### config.mk
export PLATFORM = sky130hd
export DESIGN_NAME = spi_slave_9952_flat
export DESIGN_NICKNAME = d
export VERILOG_FILES = /design/src/rtl/spi_slave_9952_if.sv /design/src/rtl/spi_slave_9952.sv /design/src/flat_wrapper.sv
export SDC_FILE = /design/constraint.sdc
export NUM_CORES = 1
export LEC_CHECK = 0
export CAP_MARGIN = 20
export CORE_MARGIN = 1.5
export CORE_UTILIZATION = 23
export DETAILED_ROUTE_END_ITERATION = 10
export DONT_BUFFER_PORTS = 1
export PLACE_DENSITY = 0.38
export SLEW_MARGIN = 20
export SYNTH_ARGS = -nofsm -noshare
export SYNTH_HDL_FRONTEND = slang
export SYNTH_SLANG_ARGS = --single-unit
### constraint.sdc
create_clock -name clk -period 5.4 [get_ports clk]
set_clock_uncertainty 0.1 [all_clocks]
set_input_delay 1.08 -clock clk [delete_from_list [all_inputs] [get_ports clk]]
set_output_delay 1.08 -clock clk [all_outputs]
set_load 0.02 [all_outputs]
### src/rtl/spi_slave_9952_if.sv
// Pin and host-side register port bundle for the AD9952-style SPI responder.
// The slave modport is the responder's view; the master modport drives SPI and serves reads.
interface spi_slave_9952_if #(
  parameter int ADDR_W = 5
);
  logic              sclk;
  logic              cs_n;
  logic              mosi;
  logic              miso;
  logic              miso_oe;
  logic              io_update;
  logic              wr_en;
  logic [ADDR_W-1:0] wr_addr;
  logic [7:0]        wr_data;
  logic              rd_req;
  logic [ADDR_W-1:0] rd_addr;
  logic [7:0]        rd_data;
  logic              upd_pulse;
  logic              busy;

  modport slave (
    input  sclk, cs_n, mosi, io_update, rd_data,
    output miso, miso_oe, wr_en, wr_addr, wr_data, rd_req, rd_addr, upd_pulse, busy
  );

  modport master (
    output sclk, cs_n, mosi, io_update, rd_data,
    input  miso, miso_oe, wr_en, wr_addr, wr_data, rd_req, rd_addr, upd_pulse, busy
  );
endinterface

### src/rtl/spi_slave_9952.sv
// AD9952 serial-port responder: oversampled mode-0 SPI slave feeding a host register file.
// Optional SPI_SLAVE_LSB_FIRST_EN adds a lsb_first strap sampled at each cs_n fall.
module spi_slave_9952 #(
  parameter int ADDR_W      = 5,
  parameter int SYNC_STAGES = 2
) (
  input logic clk,
  input logic rst,
`ifdef SPI_SLAVE_LSB_FIRST_EN
  input logic lsb_first,
`endif
  spi_slave_9952_if.slave bus
);

  typedef enum logic [1:0] {IDLE, INSTR, WR, RD} state_t;

  state_t state, state_next;

  logic [SYNC_STAGES-1:0] sclk_sync, cs_sync, mosi_sync, upd_sync;
  logic sclk_prev, cs_prev, upd_prev;
  logic sclk_s, cs_s, mosi_s, upd_s;
  logic sclk_rise, sclk_fall, cs_fall, cs_rise;
  logic active, byte_done, armed, lsb_q;

  logic [2:0]        bit_cnt;
  logic [7:0]        rx_sr, rx_next, tx_sr;
  logic [ADDR_W-1:0] addr;
  logic              pend_wr, pend_rd;
  logic              miso_q, miso_oe_q, wr_en_q, rd_req_q, upd_pulse_q;
  logic [ADDR_W-1:0] wr_addr_q, rd_addr_q;
  logic [7:0]        wr_data_q;

  // cs_n chain resets low so a master still holding cs_n low after reset cannot fake a fall
  always_ff @(posedge clk or posedge rst) begin
    if (rst) begin
      sclk_sync <= '0;
      cs_sync   <= '0;
      mosi_sync <= '0;
      upd_sync  <= '0;
      sclk_prev <= 1'b0;
      cs_prev   <= 1'b0;
      upd_prev  <= 1'b0;
      armed     <= 1'b0;
    end else begin
      sclk_sync <= {sclk_sync[SYNC_STAGES-2:0], bus.sclk};
      cs_sync   <= {cs_sync[SYNC_STAGES-2:0], bus.cs_n};
      mosi_sync <= {mosi_sync[SYNC_STAGES-2:0], bus.mosi};
      upd_sync  <= {upd_sync[SYNC_STAGES-2:0], bus.io_update};
      sclk_prev <= sclk_s;
      cs_prev   <= cs_s;
      upd_prev  <= upd_s;
      if (cs_s) armed <= 1'b1;
    end
  end

  assign sclk_s    = sclk_sync[SYNC_STAGES-1];
  assign cs_s      = cs_sync[SYNC_STAGES-1];
  assign mosi_s    = mosi_sync[SYNC_STAGES-1];
  assign upd_s     = upd_sync[SYNC_STAGES-1];
  assign sclk_rise = sclk_s & ~sclk_prev;
  assign sclk_fall = ~sclk_s & sclk_prev;
  assign cs_fall   = cs_prev & ~cs_s;
  assign cs_rise   = ~cs_prev & cs_s;
  assign active    = (state != IDLE);

`ifdef SPI_SLAVE_LSB_FIRST_EN
  always_ff @(posedge clk or posedge rst) begin
    if (rst)                           lsb_q <= 1'b0;
    else if (state == IDLE && cs_fall) lsb_q <= lsb_first;
  end
`else
  assign lsb_q = 1'b0;
`endif

  assign rx_next   = lsb_q ? {mosi_s, rx_sr[7:1]} : {rx_sr[6:0], mosi_s};
  assign byte_done = active & sclk_rise & (bit_cnt == 3'd7);

  always_ff @(posedge clk or posedge rst) begin
    if (rst) state <= IDLE;
    else     state <= state_next;
  end

  // cs_n rise wins over any decode, but a byte finishing in that clk is still acted on below
  always_comb begin
    state_next = state;
    case (state)
      IDLE:    if (cs_fall) state_next = INSTR;
      INSTR:   if (byte_done) state_next = rx_next[7] ? RD : WR;
      default: ;
    endcase
    if (cs_rise) state_next = IDLE;
  end

  always_ff @(posedge clk or posedge rst) begin
    if (rst) begin
      bit_cnt     <= 3'd0;
      rx_sr       <= 8'd0;
      tx_sr       <= 8'd0;
      addr        <= '0;
      pend_wr     <= 1'b0;
      pend_rd     <= 1'b0;
      miso_q      <= 1'b0;
      miso_oe_q   <= 1'b0;
      wr_en_q     <= 1'b0;
      wr_addr_q   <= '0;
      wr_data_q   <= 8'd0;
      rd_req_q    <= 1'b0;
      rd_addr_q   <= '0;
      upd_pulse_q <= 1'b0;
    end else begin
      wr_en_q     <= pend_wr;
      rd_req_q    <= pend_rd;
      pend_wr     <= 1'b0;
      pend_rd     <= 1'b0;
      upd_pulse_q <= upd_s & ~upd_prev;

      if (state == IDLE && cs_fall) begin
        bit_cnt <= 3'd0;
        rx_sr   <= 8'd0;
      end else if (active && sclk_rise) begin
        rx_sr   <= rx_next;
        bit_cnt <= bit_cnt + 3'd1;
      end

      if (byte_done) begin
        case (state)
          INSTR: begin
            addr <= rx_next[ADDR_W-1:0];
            if (rx_next[7]) begin
              rd_addr_q <= rx_next[ADDR_W-1:0];
              pend_rd   <= 1'b1;
            end
          end
          WR: begin
            wr_addr_q <= addr;
            wr_data_q <= rx_next;
            addr      <= addr + 1'b1;
            pend_wr   <= 1'b1;
          end
          RD: begin
            addr      <= addr + 1'b1;
            rd_addr_q <= addr + 1'b1;
            pend_rd   <= 1'b1;
          end
          default: ;
        endcase
      end

      // the fall right after a byte's last rise (bit_cnt back at 0) must not shift: reload owns it
      if (cs_rise) begin
        miso_q    <= 1'b0;
        miso_oe_q <= 1'b0;
        bit_cnt   <= 3'd0;
      end else if (rd_req_q && state == RD) begin
        tx_sr     <= bus.rd_data;
        miso_q    <= lsb_q ? bus.rd_data[0] : bus.rd_data[7];
        miso_oe_q <= 1'b1;
      end else if (state == RD && miso_oe_q && sclk_fall && bit_cnt != 3'd0) begin
        if (lsb_q) begin
          tx_sr  <= {1'b0, tx_sr[7:1]};
          miso_q <= tx_sr[1];
        end else begin
          tx_sr  <= {tx_sr[6:0], 1'b0};
          miso_q <= tx_sr[6];
        end
      end
    end
  end

  assign bus.miso      = miso_q;
  assign bus.miso_oe   = miso_oe_q;
  assign bus.wr_en     = wr_en_q;
  assign bus.wr_addr   = wr_addr_q;
  assign bus.wr_data   = wr_data_q;
  assign bus.rd_req    = rd_req_q;
  assign bus.rd_addr   = rd_addr_q;
  assign bus.upd_pulse = upd_pulse_q;
  assign bus.busy      = armed & ~cs_s;

endmodule

### src/flat_wrapper.sv
// flat-port wrapper written by rule: the top's interface ports become plain ports
module spi_slave_9952_flat 
#(
  parameter int ADDR_W      = 5,
  parameter int SYNC_STAGES = 2
)
  (clk, rst, bus_sclk, bus_cs_n, bus_mosi, bus_io_update, bus_rd_data, bus_miso, bus_miso_oe, bus_wr_en, bus_wr_addr, bus_wr_data, bus_rd_req, bus_rd_addr, bus_upd_pulse, bus_busy);
  spi_slave_9952_if #(.ADDR_W(ADDR_W)) bus_i ();
  input logic clk;
  input logic rst;
  input wire logic [$bits(bus_i.sclk)-1:0] bus_sclk;
  input wire logic [$bits(bus_i.cs_n)-1:0] bus_cs_n;
  input wire logic [$bits(bus_i.mosi)-1:0] bus_mosi;
  input wire logic [$bits(bus_i.io_update)-1:0] bus_io_update;
  input wire logic [$bits(bus_i.rd_data)-1:0] bus_rd_data;
  output wire logic [$bits(bus_i.miso)-1:0] bus_miso;
  output wire logic [$bits(bus_i.miso_oe)-1:0] bus_miso_oe;
  output wire logic [$bits(bus_i.wr_en)-1:0] bus_wr_en;
  output wire logic [$bits(bus_i.wr_addr)-1:0] bus_wr_addr;
  output wire logic [$bits(bus_i.wr_data)-1:0] bus_wr_data;
  output wire logic [$bits(bus_i.rd_req)-1:0] bus_rd_req;
  output wire logic [$bits(bus_i.rd_addr)-1:0] bus_rd_addr;
  output wire logic [$bits(bus_i.upd_pulse)-1:0] bus_upd_pulse;
  output wire logic [$bits(bus_i.busy)-1:0] bus_busy;
  assign bus_i.sclk = bus_sclk;
  assign bus_i.cs_n = bus_cs_n;
  assign bus_i.mosi = bus_mosi;
  assign bus_i.io_update = bus_io_update;
  assign bus_i.rd_data = bus_rd_data;
  assign bus_miso = bus_i.miso;
  assign bus_miso_oe = bus_i.miso_oe;
  assign bus_wr_en = bus_i.wr_en;
  assign bus_wr_addr = bus_i.wr_addr;
  assign bus_wr_data = bus_i.wr_data;
  assign bus_rd_req = bus_i.rd_req;
  assign bus_rd_addr = bus_i.rd_addr;
  assign bus_upd_pulse = bus_i.upd_pulse;
  assign bus_busy = bus_i.busy;
  spi_slave_9952 #(.ADDR_W(ADDR_W), .SYNC_STAGES(SYNC_STAGES)) u_core (.clk(clk), .rst(rst), .bus(bus_i));
endmodule
==> report_table.html <==
<table>
<tr><th>Metric</th><th>Value</th></tr>
<tr><th colspan="2">Critical path</th></tr>
<tr><td>Cell-by-cell trace of the critical path</td><td>nor2b_1</td></tr>
<tr><td>Worst Path Max Fanout</td><td>7</td></tr>
<tr><td>RR Startpoint</td><td>u_core.state[1]$_DFFE_PP0P_</td></tr>
<tr><td>Critical Path Start</td><td>u_core.cs_sync[1]$_DFF_PP0_</td></tr>
<tr><td>Sort of element at the end of the critical path</td><td>output pin</td></tr>
<tr><td>Worst EP required</td><td>4.22 ns</td></tr>
<tr><td>Data arrival time of the critical path</td><td>approximately 1.2 ns</td></tr>
<tr><td>Critical setup path kind</td><td>reg -&gt; out</td></tr>
<tr><td>Number of buffers and inverters on the critical path</td><td>0</td></tr>
<tr><td>Family with the most delay on the worst path</td><td>flip-flops</td></tr>
<tr><td>Largest incremental delay on the critical path</td><td>approximately 0.46 ns</td></tr>
<tr><td>Max stage delay cell, worst path</td><td>dfrtp_1</td></tr>
<tr><td>Crit path launch type</td><td>flip-flop</td></tr>
<tr><th colspan="2">Finish</th></tr>
<tr><td>Most frequent standard cell in the layout excluding fill and tap cells</td><td>dfrtp_1</td></tr>
<tr><td>Final Net Count</td><td>226</td></tr>
<tr><td>Layout Area Growth over Synthesis</td><td>14.05%</td></tr>
<tr><td>Count of fill cells added during filler insertion</td><td>1108</td></tr>
<tr><td>Number of antenna repair diodes</td><td>0</td></tr>
<tr><td>Commonest cells after routing, fill and taps aside</td><td>dfrtp_1, nand2_1, mux2i_1, o21ai_0, nor2_1</td></tr>
<tr><td>Fraction of layout cells with a size suffix above 1</td><td>13.62%</td></tr>
<tr><th colspan="2">Synth</th></tr>
<tr><td>Adder-cell share of the synthesized area</td><td>1.993%</td></tr>
<tr><td>Number of warnings printed during yosys synthesis</td><td>0</td></tr>
<tr><td>Flip-flop and latch count after synthesis</td><td>61</td></tr>
<tr><td>Fraction of the mapped netlist area in compound gates</td><td>9.865%</td></tr>
<tr><td>Post-synthesis instance total</td><td>roughly 210</td></tr>
<tr><td>Portion of netlist area occupied by mux cells</td><td>11.01%</td></tr>
<tr><td>Sequential cell area fraction in the yosys report</td><td>60.79%</td></tr>
<tr><td>Async SR Flop Fraction</td><td>100.0%</td></tr>
<tr><td>Distinct cell type count of the synthesized netlist</td><td>41</td></tr>
<tr><td>Count of flip-flops with a built-in enable after synthesis</td><td>0</td></tr>
<tr><td>Fraction of synthesized cell area in xor and xnor cells</td><td>1.395%</td></tr>
<tr><td>Per-instance average area after synthesis</td><td>12.25 sq um</td></tr>
<tr><td>Cell taking the most area after synthesis</td><td>dfrtp_1</td></tr>
<tr><td>Most frequently used flop master after synthesis</td><td>dfrtp_1</td></tr>
<tr><td>Simple-Gate Fraction of Synth Area</td><td>12.01%</td></tr>
<tr><td>Netlist area before placement</td><td>2511 sq um</td></tr>
<tr><td>Synthesized netlist net count</td><td>223</td></tr>
<tr><td>Largest family of logic cells by synthesized area</td><td>simple AND/OR/NAND/NOR gates</td></tr>
<tr><td>Portion of synthesized cell area occupied by the leading cell type</td><td>between 60% and 70%</td></tr>
<tr><td>Largest cells by area after synthesis</td><td>dfrtp_1, mux2i_1, mux2_1</td></tr>
<tr><th colspan="2">Clocking</th></tr>
<tr><td>Post-CTS Setup Bufs</td><td>0</td></tr>
<tr><td>Max H-tree Level</td><td>3</td></tr>
<tr><td>Clock transition at the registers of the reported paths</td><td>0.07 ns</td></tr>
<tr><td>CTS hold repair buffers</td><td>0</td></tr>
<tr><td>CTS Root Cell</td><td>clkbuf_8</td></tr>
<tr><td>Sink Count</td><td>61</td></tr>
<tr><td>Post-cts gate resize count</td><td>0</td></tr>
<tr><td>Clock latency on the worst-skew pair</td><td>0.34 ns</td></tr>
<tr><td>Longest Clk Path Bufs</td><td>2</td></tr>
<tr><td>CTS tree</td><td>yes</td></tr>
<tr><td>Number of CTS-inserted buffers</td><td>9</td></tr>
<tr><th colspan="2">Place</th></tr>
<tr><td>Placed wire-length estimate</td><td>between 3 and 4 mm</td></tr>
<tr><td>Routability Congestion</td><td>0.6721</td></tr>
<tr><td>Pre-CTS worst setup slack</td><td>3.241 ns</td></tr>
<tr><td># port buffers</td><td>0</td></tr>
<tr><th colspan="2">Power</th></tr>
<tr><td>Power Density</td><td>340.7 nW/um^2</td></tr>
<tr><td>Leak Pwr</td><td>0.001266 uW</td></tr>
<tr><td>Max VDD drop</td><td>0.1409 mV</td></tr>
<tr><th colspan="2">Hold path</th></tr>
<tr><td>Worst min-delay path category</td><td>reg -&gt; reg</td></tr>
<tr><td>Origin of the worst min-delay path</td><td>u_core.pend_rd$_DFF_PP0_</td></tr>
<tr><th colspan="2">Floorplan</th></tr>
<tr><td>Starting density of the core</td><td>approximately 24%</td></tr>
<tr><td>Overall die width</td><td>107.5 microns</td></tr>
<tr><td>Number of primary I/O pins</td><td>38</td></tr>
<tr><td>Number of core rows</td><td>37</td></tr>
<tr><td>Total die area</td><td>approximately 12000 sq um</td></tr>
<tr><td>Total core area</td><td>10460 sq um</td></tr>
<tr><td>Y dimension of the die</td><td>between 100 and 150 microns</td></tr>
<tr><th colspan="2">Global route</th></tr>
<tr><td>Vias in the first global route</td><td>about 1600</td></tr>
<tr><td>GRT Total Usage</td><td>9.874%</td></tr>
<tr><td>Number of antenna violations at the first check in global routing</td><td>0</td></tr>
<tr><td>First-pass GRT wire length</td><td>about 8.5 mm</td></tr>
<tr><td>Largest net degree at the start of global routing</td><td>just over 60</td></tr>
<tr><td>Remaining Overflow, GRT</td><td>0</td></tr>
<tr><th colspan="2">Drt</th></tr>
<tr><td>Via count</td><td>1500</td></tr>
<tr><td>DRC</td><td>0</td></tr>
<tr><td>Ratio of routed vias to standard cells</td><td>approximately 4.3</td></tr>
<tr><td>Antenna Violating Nets Remaining</td><td>0</td></tr>
<tr><td>Average wire length per cell after detail routing</td><td>about 15 microns</td></tr>
<tr><td>Detailed router's first-iteration violation count</td><td>59</td></tr>
<tr><td>Drt pass-1 iters</td><td>4</td></tr>
<tr><td>DRT Wirelength</td><td>5.134 mm</td></tr>
<tr><th colspan="2">Timing</th></tr>
<tr><td>Slew Limit Fails</td><td>0</td></tr>
<tr><td>Setup violators final</td><td>0</td></tr>
<tr><td>Hold violation count in the final report</td><td>0</td></tr>
<tr><td>Least-Margin Pin Slew</td><td>roughly 0.8 ns</td></tr>
<tr><td>Share of the cycle needed by the critical path after routing</td><td>43.38%</td></tr>
<tr><td>RSZ-0062 raised after global routing</td><td>no</td></tr>
<tr><td>Worst-case setup margin in the final layout</td><td>about 3.1 ns</td></tr>
<tr><td>Clock period minus worst slack</td><td>2.343 ns</td></tr>
<tr><td>Max Clock Freq</td><td>426.9 MHz</td></tr>
<tr><td>Worst slew margin relative to its limit</td><td>45.94%</td></tr>
<tr><td>Sum Neg Setup Slack</td><td>0 ns</td></tr>
<tr><th colspan="2">Status</th></tr>
<tr><td>Run status</td><td>finished, final reports clean</td></tr>
<tr><th colspan="2">Run</th></tr>
<tr><td>Max-capacitance violation count</td><td>0</td></tr>
</table>
synth_stat cells (all sizes together), types with 2 or more instances:
cell / n
a21oi: 5
a22o: 5
a22oi: 2
and3b: 2
buf: 7
clkbuf: 2
dfrtp: 61
ha: 4
inv: 7
mux2: 13
mux2i: 13
nand2: 19
nand2b: 3
nand3: 3
nand4: 2
nor2: 12
nor2b: 3
nor3: 5
nor4b: 2
o21ai: 18
xnor2: 4
worst paths after layout:
kind / cells after the start / to / slack (ns)
max: 1 / bus_busy / 3.06
min in group asynchronous: 2 / u_core.upd_sync[1]$_DFF_PP0_ / 0.73
min: 0 / u_core.bus.rd_req$_DFF_PP0_ / 0.25
max reg2reg: 3 / u_core.bus.wr_data[7]$_DFFE_PP0P_ / 3.28
min reg2reg: 0 / u_core.bus.rd_req$_DFF_PP0_ / 0.25
max in group asynchronous: 2 / u_core.bus.wr_data[5]$_DFFE_PP0P_ / 3.91
layout make-up:
cell class | instances | area (sq um) | area share, %
Clock buffer | 9 | 123.9 | 4.325
Inverter | 7 | 26.28 | 0.9174
Sequential cell | 61 | 1526 | 53.30
Tap cell | 136 | 170.2 | 5.941
Multi-Input combinational cell | 128 | 910.9 | 31.80
Timing Repair Buffer | 1 | 7.507 | 0.2621
Clock inverter | 7 | 98.84 | 3.451
routing by layer:
metal  vias up  global-route usage (%)  wire length (microns)
met1       747                   13.06                   2547
met2        24                   13.74                   2219
met5         -                       0                      0
met3         6                   3.632                    277
met4         0                   5.639                     89
li1        723                       -                      -
flip-flops by register name, summed over array words and instances, names as in the netlist, 2 cells and up:
name                flops
u_core.tx_sr            7
u_core.cs_sync          2
u_core.bus.wr_addr      5
u_core.upd_sync         2
u_core.bus.wr_data      8
u_core.bit_cnt          3
u_core.rx_sr            7
u_core.addr             5
u_core.mosi_sync        2
u_core.state            2
u_core.sclk_sync        2
u_core.bus.rd_addr      5
where the power goes:
part,total (uW),leakage (uW),internal (uW),switching [uW]
Sequential,480,0.000785,466,13.6
Combinational,35.7,0.000371,13.2,22.6
Clock,460,0.000110,262,198
Total,976,0.00127,742,234
cell families after synthesis:
family | count (synthesis)
AOI/OAI and AO/OA | 38
xor gates and xnor gates | 4
adders and majority gates | 4
buffers and inverters | 16
DFF | 61
muxes | 26
and+or+nand+nor | 56
stage by stage:
stage                     hold WS [ns]  utilization (%)  cells  total power [uW]  instance area [sq um]
final                           0.2497            27.37    349             975.8                   2864
after floorplan                 0.2312                -    205             513.6                   2511
after CTS                       0.2525            27.37    349             996.6                   2864
after global routing            0.2575            27.37    349              1023                   2864
after detailed placement        0.2355            25.25    333             526.5                   2641
after global placement          0.2328            25.25    333             526.1                   2641
(Power assumes the default switching activity.)
